File: config.mk
export PLATFORM = sky130hd
export DESIGN_NAME = cnt_delta_mon
export DESIGN_NICKNAME = d
export VERILOG_FILES = /design/src/rtl/cnt_mon_pkg.sv /design/src/rtl/cnt_mon_fifo.sv /design/src/rtl/cnt_delta_mon.sv
export SDC_FILE = /design/constraint.sdc
export NUM_CORES = 1
export LEC_CHECK = 0
export ABC_AREA = 1
export CORE_ASPECT_RATIO = 0.9
export CORE_MARGIN = 2
export CORE_UTILIZATION = 41
export CTS_BUF_LIST = sky130_fd_sc_hd__clkbuf_2
export DETAILED_ROUTE_END_ITERATION = 6
export SLEW_MARGIN = 20
export SYNTH_ARGS = -nofsm -noshare
export SYNTH_HDL_FRONTEND = slang
export SYNTH_SLANG_ARGS = --single-unit
File: constraint.sdc
create_clock -name clk -period 3.45 [get_ports clk]
set_input_delay 0.8625 -clock clk [delete_from_list [all_inputs] [get_ports clk]]
set_output_delay 0.8625 -clock clk [all_outputs]
set_load 0.02 [all_outputs]
File: src/rtl/cnt_mon_pkg.sv
// Shared types for the counter delta monitor: counter word, change record, tracking state.
// No logic here; the records are produced by cnt_delta_mon and queued in cnt_mon_fifo.
package cnt_mon_pkg;

    localparam int CNT_W  = 5;
    localparam int DROP_W = 8;

    typedef logic [CNT_W-1:0] cnt_t;

    typedef struct packed {
        cnt_t cnt;
        cnt_t delta;
    } rec_t;

    typedef enum logic {
        IDLE,
        TRACK
    } mon_state_e;

endpackage

File: src/rtl/cnt_mon_fifo.sv
// Record FIFO for the delta monitor; head is registered storage, zero when empty.
// Latency: push at edge N is visible at the head after edge N when empty.
// Backpressure: push is ignored when full unless a pop happens in the same cycle.
module cnt_mon_fifo
    import cnt_mon_pkg::*;
#(
    parameter int DEPTH = 4,
    parameter int PTR_W = $clog2(DEPTH),
    parameter int LVL_W = $clog2(DEPTH) + 1
) (
    input  logic             clk,
    input  logic             rst_n,
    input  logic             flush_i,
    input  logic             push_i,
    input  rec_t             push_dat_i,
    input  logic             pop_i,
    output rec_t             head_o,
    output logic             full_o,
    output logic             empty_o,
    output logic [LVL_W-1:0] level_o
);

    rec_t             mem_q [DEPTH];
    logic [PTR_W-1:0] wr_ptr_q;
    logic [PTR_W-1:0] rd_ptr_q;
    logic [LVL_W-1:0] level_q;
    logic             do_push;
    logic             do_pop;

    assign full_o  = (level_q == LVL_W'(DEPTH));
    assign empty_o = (level_q == '0);
    assign level_o = level_q;
    assign do_pop  = pop_i && !empty_o;
    // When full, the slot being written is the one being popped this cycle.
    assign do_push = push_i && (!full_o || do_pop);
    assign head_o  = empty_o ? '0 : mem_q[rd_ptr_q];

    always_ff @(posedge clk or negedge rst_n) begin
        if (!rst_n) begin
            wr_ptr_q <= '0;
            rd_ptr_q <= '0;
            level_q  <= '0;
        end else if (flush_i) begin
            wr_ptr_q <= '0;
            rd_ptr_q <= '0;
            level_q  <= '0;
        end else begin
            if (do_push) wr_ptr_q <= wr_ptr_q + PTR_W'(1);
            if (do_pop)  rd_ptr_q <= rd_ptr_q + PTR_W'(1);
            level_q <= level_q + LVL_W'(do_push) - LVL_W'(do_pop);
        end
    end

    always_ff @(posedge clk) begin
        if (do_push && !flush_i) mem_q[wr_ptr_q] <= push_dat_i;
    end

endmodule

File: src/rtl/cnt_delta_mon.sv
// Counter delta monitor: wrap-aware increments, saturating total, change-record queue.
// Latency: sample at edge N updates acc and (if empty) the head record after edge N.
// Backpressure: records arriving at a full queue without a pop are dropped and counted.
module cnt_delta_mon
    import cnt_mon_pkg::*;
#(
    parameter int DEPTH = 4,
    parameter int ACC_W = 16
) (
    input  logic                     clk,
    input  logic                     rst_n,
    input  logic [CNT_W-1:0]         cnt_in,
    input  logic                     in_en,
    input  logic                     clr,
    output logic                     out_valid,
    input  logic                     out_ready,
    output logic [CNT_W-1:0]         out_cnt,
    output logic [CNT_W-1:0]         out_delta,
    output logic [ACC_W-1:0]         acc,
    output logic                     acc_sat,
    output logic [DROP_W-1:0]        drop_cnt,
    output logic [$clog2(DEPTH):0]   level
);

    mon_state_e        state_q;
    cnt_t              ref_q;
    logic [ACC_W-1:0]  acc_q, acc_d;
    logic              acc_sat_q, acc_sat_d;
    logic [DROP_W-1:0] drop_q, drop_d;
    cnt_t              delta;
    logic [ACC_W:0]    acc_sum;
    logic              chg;
    logic              pop;
    logic              fifo_full;
    logic              fifo_empty;
    rec_t              head;

    assign delta   = cnt_in - ref_q;
    assign chg     = in_en && (state_q == TRACK) && (delta != '0);
    assign pop     = out_valid && out_ready && !clr;
    assign acc_sum = {1'b0, acc_q} + (ACC_W+1)'(delta);

    always_comb begin
        acc_d     = acc_q;
        acc_sat_d = acc_sat_q;
        drop_d    = drop_q;
        if (chg) begin
            if (acc_sum[ACC_W]) begin
                acc_d     = '1;
                acc_sat_d = 1'b1;
            end else begin
                acc_d = acc_sum[ACC_W-1:0];
            end
            if (fifo_full && !pop && (drop_q != '1)) drop_d = drop_q + DROP_W'(1);
        end
    end

    always_ff @(posedge clk or negedge rst_n) begin
        if (!rst_n) begin
            state_q   <= IDLE;
            ref_q     <= '0;
            acc_q     <= '0;
            acc_sat_q <= 1'b0;
            drop_q    <= '0;
        end else if (clr) begin
            state_q   <= IDLE;
            ref_q     <= '0;
            acc_q     <= '0;
            acc_sat_q <= 1'b0;
            drop_q    <= '0;
        end else begin
            if (in_en) begin
                ref_q   <= cnt_in;
                state_q <= TRACK;
            end
            acc_q     <= acc_d;
            acc_sat_q <= acc_sat_d;
            drop_q    <= drop_d;
        end
    end

    cnt_mon_fifo #(
        .DEPTH (DEPTH)
    ) u_fifo (
        .clk        (clk),
        .rst_n      (rst_n),
        .flush_i    (clr),
        .push_i     (chg && !clr),
        .push_dat_i ('{cnt: cnt_in, delta: delta}),
        .pop_i      (pop),
        .head_o     (head),
        .full_o     (fifo_full),
        .empty_o    (fifo_empty),
        .level_o    (level)
    );

    assign out_valid = !fifo_empty;
    assign out_cnt   = head.cnt;
    assign out_delta = head.delta;
    assign acc       = acc_q;
    assign acc_sat   = acc_sat_q;
    assign drop_cnt  = drop_q;

endmodule

After elaboration in Yosys (flattened, before gate mapping)
Memory sizes are Yosys's and may differ from the RTL's.
Cells that the tools add are included.
{ "totals": {"input_bits": 10, "mem_bits_rw": 40, "out_inout_bits": 39, "memories": 1, "reg_bits": 38, "elab_cells": 64} }
{ "mem_list": {"columns": ["memory", "words", "width", "rd", "rd_ports_with_merged_regs", "write_ports", "line_no", "text"], "rows": [
  ["u_fifo.mem_q", 4, 10, 1, 0, 1, "cnt_mon_fifo.sv:23", "rec_t mem_q [DEPTH];"]
]} }
{ "op_classes": {"reduce_logical": 25, "muxes": 21, "add_sub_neg": 7, "eq_ne": 2} }
{ "op_table": {"columns": ["operator", "count"], "rows": [
  ["two-way mux 16 bit", 3],
  ["two-way mux 8 bit", 3],
  ["adder 16 x 5 -> 17 bit", 1],
  ["nonzero test 2 bit", 6],
  ["logical AND 1 bit", 10],
  ["two-way mux 10 bit", 1],
  ["two-way mux 5 bit", 2],
  ["adder 8 x 1 -> 8 bit (second input constant)", 1],
  ["two-way mux 2 bit", 4],
  ["!= test 8 bit (second input constant)", 1],
  ["two-way mux 1 bit", 7],
  ["nonzero test 5 bit", 1],
  ["subtractor 5 bit", 1],
  ["adder 2 x 1 -> 2 bit (second input constant)", 2],
  ["logical NOT 1 bit", 4],
  ["AND reduction 2 bit", 2],
  ["adder 3 x 1 -> 3 bit", 1],
  ["== test 3 bit (second input constant)", 1],
  ["logical NOT 3 bit", 1],
  ["two-way mux 3 bit", 1],
  ["subtractor 3 x 1 -> 3 bit", 1],
  ["logical OR 1 bit", 1]
]} }

Longest topological paths before layout
{ "logic_depth": {"depth_word": 10, "mapped_depth": 19, "ltp_nobuf": 19} }

By module
Synthesis repeated with hierarchy kept, for this count alone.
{ "hier_totals": {"hier_cells": 509, "area_unflattened_um2": 4362.9} }
{ "by_module_without_submodules": {"columns": ["module", "area_per_inst_um2", "instances", "seq_area_each_um2", "cells_per_inst"], "rows": [
  ["cnt_delta_mon", 2260.9, 1, 775.7, 318],
  ["cnt_mon_fifo", 2102.0, 1, 1376.3, 191]
]} }

Worst setup path before layout
No wires, ideal clock.
{ "synth_timing": {"path_kind": "input-to-reg", "from": "in cnt_in[0]", "to": "reg u_fifo.level_q[2] (netlist: u_fifo.level_o[2])", "arrival_ns": 3.061, "n_path_buf": 0, "required_time_ns": 3.364, "cell_stages": 14, "slack_ns": 0.303, "setup_ns": 0.086, "cell_sequence": "inv_1 -> ha_1 -> inv_1 -> fa_1 -> xor2_1 -> nor2_1 -> nand3_2 -> nand4_1 -> inv_1 -> ha_1 -> inv_1 -> fa_1 -> and3_1 -> nor3_1"} }
{ "synth_via": {"elab_chain_len": 8} }
{ "synth_rtl": {"columns": ["element", "line_no", "text"], "rows": [
  ["start: declaration", "cnt_delta_mon.sv:12", "input logic [CNT_W-1:0] cnt_in,"],
  ["subtractor 5 bit", "cnt_delta_mon.sv:38", "assign delta = cnt_in - ref_q;"],
  ["net delta[2]", "cnt_delta_mon.sv:30", "cnt_t delta;"],
  ["nonzero test 5 bit", "cnt_delta_mon.sv:39", "assign chg = in_en && (state_q == TRACK) && (delta != '0);"],
  ["logical AND 1 bit", "cnt_delta_mon.sv:39", null],
  ["logical AND 1 bit", "cnt_delta_mon.sv:88", ".push_i (chg && !clr),"],
  ["logical AND 1 bit", "cnt_mon_fifo.sv:35", "assign do_push = push_i && (!full_o || do_pop);"],
  ["adder 3 x 1 -> 3 bit", "cnt_mon_fifo.sv:50", "level_q <= level_q + LVL_W'(do_push) - LVL_W'(do_pop);"],
  ["subtractor 3 x 1 -> 3 bit", "cnt_mon_fifo.sv:50", null],
  ["two-way mux 3 bit", "cnt_mon_fifo.sv:43", "end else if (flush_i) begin"],
  ["end signal: assignment", "cnt_mon_fifo.sv:50", null],
  ["end: declaration", "cnt_mon_fifo.sv:26", "logic [LVL_W-1:0] level_q;"]
]} }
The timed path passes the listed nets, and every way through them passes these cells.
A chain may end at the register's enable or synchronous reset.

Worst setup path in the final report
{ "layout_timing": {"from": "in cnt_in[0]", "to": "reg acc_q[2] (netlist: acc[2])"} }
{ "layout_via": {"elab_chain_len": 5, "word_cells_on_any_way": 8, "classes_between": "add/sub: 2; mux: 3; reduce/logical: 3"} }
{ "layout_rtl": {"columns": ["element", "line_no", "text"], "rows": [
  ["subtractor 5 bit *", "cnt_delta_mon.sv:38", null],
  ["net delta[4]", "cnt_delta_mon.sv:30", null],
  ["adder 16 x 5 -> 17 bit", "cnt_delta_mon.sv:41", "assign acc_sum = {1'b0, acc_q} + (ACC_W+1)'(delta);"],
  ["two-way mux 16 bit", "cnt_delta_mon.sv:48", "if (acc_sum[ACC_W]) begin"],
  ["two-way mux 16 bit", "cnt_delta_mon.sv:47", "if (chg) begin"],
  ["two-way mux 16 bit", "cnt_delta_mon.sv:65", "end else if (clr) begin"],
  ["end signal: assignment", "cnt_delta_mon.sv:62", "acc_q <= '0;"],
  ["end signal: assignment", "cnt_delta_mon.sv:68", "acc_q <= '0;"],
  ["end signal: assignment", "cnt_delta_mon.sv:76", "acc_q <= acc_d;"],
  ["end: declaration", "cnt_delta_mon.sv:27", "logic [ACC_W-1:0] acc_q, acc_d;"]
]} }
The timed path passes the listed nets; every way through them passes the cells marked *. The select of a mux whose other input is x is not followed.

==> flow_summary.ini <==
[placement]
post_dp_cell_area_um2 = 5044
numPortBuffers = 48
gp_congestion = 0.8454
hpwlAfterDp_mm = 6.647
placed_cells = 680

[setup_path]
crit_family = simple AND/OR/NAND/NOR gates
critPathMaxFanout = 10
worstPathRequired_ps = 3900
cp.depth = 18
path_buf_inv = 4
critPathArrivalTime_ps = 3710
r2r_cells = 16
slowest_stage = clkdlybuf4s50_1
critPathKind = primary input to flip-flop
cp-start-kind = primary input
reg2reg_slack_ps = 730
crit_chain = clkdlybuf4s50_1 -> inv_1 -> ha_1 -> inv_1 -> fa_1 -> nand3_1 -> nand3_1 -> nand2_1 -> inv_1 -> ha_2 -> nand2_1 -> nor2_1 -> nand2_1 -> nand2_1 -> nand3_4 -> a21oi_1 -> nand2_1 -> nand2_1
reg2reg_from = ref_q[0]$_DFFE_PN0P_
crit_top_cell = nand2_1
cp-end-kind = flip-flop
cpPeakStageDelay_ps = 480
rr_endpoint = acc[2]$_DFFE_PN0P_

[timing]
max_clock_freq_mhz = 306.9
slew_violations = 0
final.setup.tns_ps = 0
hold_viol_final = 0
max_slew.worst_pin.slew_ps = 907.4
slew_headroom = 0.3951
post-route-min-period_ps = 3258
period_share = 0.9444
finClkSkew_ps = 32.82
setup_viol_count_final = 0

[layout]
syn2layout_area_growth_pct = 23.80
diodes = 0
nets = 594
drive_above_1_share = 0.1316
final_area_um2 = 5175
final_cells = 696

[routing]
via_count = 3445
drc_errors = 0
detail-route-antenna-nets = 0
wl_mm = 9.495
drt-initial-drc-count = 166
dr.pass1.iters = 4
routedWlPerCell_um = 13.64
vias_per_cell = 4.950

[global_routing]
grt_max_degree = 39
grt_pass1_wl_mm = 16.40
grt_overflow_total = 0
grt_pass1_vias = 3300
antenna_found_initial = 0
grtUsageTotal = 0.1828

[logic_synthesis]
synth_top_cell_by_area = edfxtp_1
ys_seq_area_frac = 0.5148
synth.net_count = 510
synth_flop_cell = edfxtp_1
synth-edff-count = 40
synth_area_leaders = edfxtp_1 29%, dfrtp_1 23%, nand2_1 9.0%
synth_commonest_cells = 100 x nand2_1, 68 x nor2_1, 54 x nand3_1
async_flop_share = 0.4872
syn_avg_cell_area_um2 = 8.691
yosysWarnings = 0
synthCells = 481
yosys.cell_count.top_type = nand2_1
ys_types = 29
ys_seq_elements = 78
synth_top_area_share = 0.2873
synth.cell_area_um2 = 4180

[clock_tree]
cts_hold_buf = 0
cts_buffers = 9
clk_pin_slew_ps = 220
cts_tree = built
worstSkewPairLatency_ps = 520
post_cts_buffers = 0
htreeDepth = 3
cts.sink_count = 78
cts_buffer_depth = 2
cts_resized = 0
cts_root_buf = clkbuf_2

[power]
ir_drop_mv = 0.2675
leakage_nw = 2.289
power.density_nw_per_um2 = 498.0

[floorplanning]
die-area_um2 = 11020
core_area_um2 = 9784
fp.dieH_um = 99.79
start_util = 0.4272
io_pins = 49
num_rows = 34
die_w_um = 110.4

[run_status]
status = finished, final reports clean

[hold_path]
hold_path_class = primary input to asynchronous set/reset pin

[job]
drv_cap = 0
-- layer usage --
metal	GRT usage	part of all wire
met1	0.2504	0.48
met5	0	0
met2	0.3039	0.48
met4	0.03750	0.0068
met3	0.03925	0.037
-- cells in the final DEF, fill, tap and decap left out, types with 4 or more instances in the layout --
cell type	synthesis	final
a21oi_1	19	19
nand3_1	54	54
o21ai_0	28	28
dfrtp_1	38	38
nand4_1	7	7
nor3_1	5	5
xor2_1	7	7
clkdlybuf4s50_1	0	47
clkbuf_2	0	10
ha_1	16	15
o21ai_2	8	8
nand2_1	100	100
xnor2_1	4	4
nand3_2	5	4
inv_1	52	51
nor2_1	68	68
edfxtp_1	40	40
buf_4	0	36
-- registers in the layout, summed over array words and instances (netlist names) --
signal	flops
drop_cnt	8
ref_q	5
u_fifo.mem_q	40
acc	16
u_fifo.rd_ptr_q	2
u_fifo.level_o	3
u_fifo.wr_ptr_q	2
state_q	1
acc_sat	1
-- report_power, final --
part / internal (W) / switching [W]
Combinational: 0.000425 / 0.000557
Clock: 0.000176 / 0.000339
Sequential: 0.00104 / 0.0000442
Total: 0.00164 / 0.000940
-- worst max-delay path by stage --
| stage | slack, ps | to | start |
|---|---|---|---|
| after floorplan | 300 | u_fifo.level_o[2]$_DFF_PN0_ | cnt_in[0] |
| final | 190 | acc[2]$_DFFE_PN0P_ | cnt_in[0] |
| after global routing | -0.7 | acc[0]$_DFFE_PN0P_ | cnt_in[0] |
| after global placement | -290 | acc[2]$_DFFE_PN0P_ | cnt_in[0] |
| after CTS | 110 | out_delta[0] | u_fifo.rd_ptr_q[0]$_DFFE_PN0P_ |
| after detailed placement | -380 | acc[0]$_DFFE_PN0P_ | cnt_in[0] |
-- metrics by stage --
stage            util  hold slack (ps)  setup slack, ps  power, W
5_1_grt        0.5289            441.3          -0.6750  0.002746
2_1_floorplan       -            463.5            302.6  0.001645
4_1_cts        0.5275            421.0            113.9  0.002602
3_5_place_dp   0.5155            489.0           -379.3  0.002088
6_report       0.5289            434.6            191.8  0.002577
3_3_place_gp   0.5155            482.7           -292.7  0.002076
-- cells by family after synthesis --
family,count (synthesis),synth area share
xor+xnor,11,0.02305
simple gates,248,0.2586
compound gates,58,0.07752
buf+inv,67,0.06375
flops,78,0.5148
fa+ha+maj,19,0.06226
-- cell type report --
class / instances / area (µm²)
clock buffers: 10 / 50.05
clock inverters: 6 / 67.56
fillers: 954 / 4609
inverters: 55 / 210.2
multi-input cells: 336 / 1772
flip-flops and latches: 78 / 2152
well taps: 126 / 157.7
repair buffers: 85 / 765.7
No activity file was read; power rests on OpenSTA's default activity.
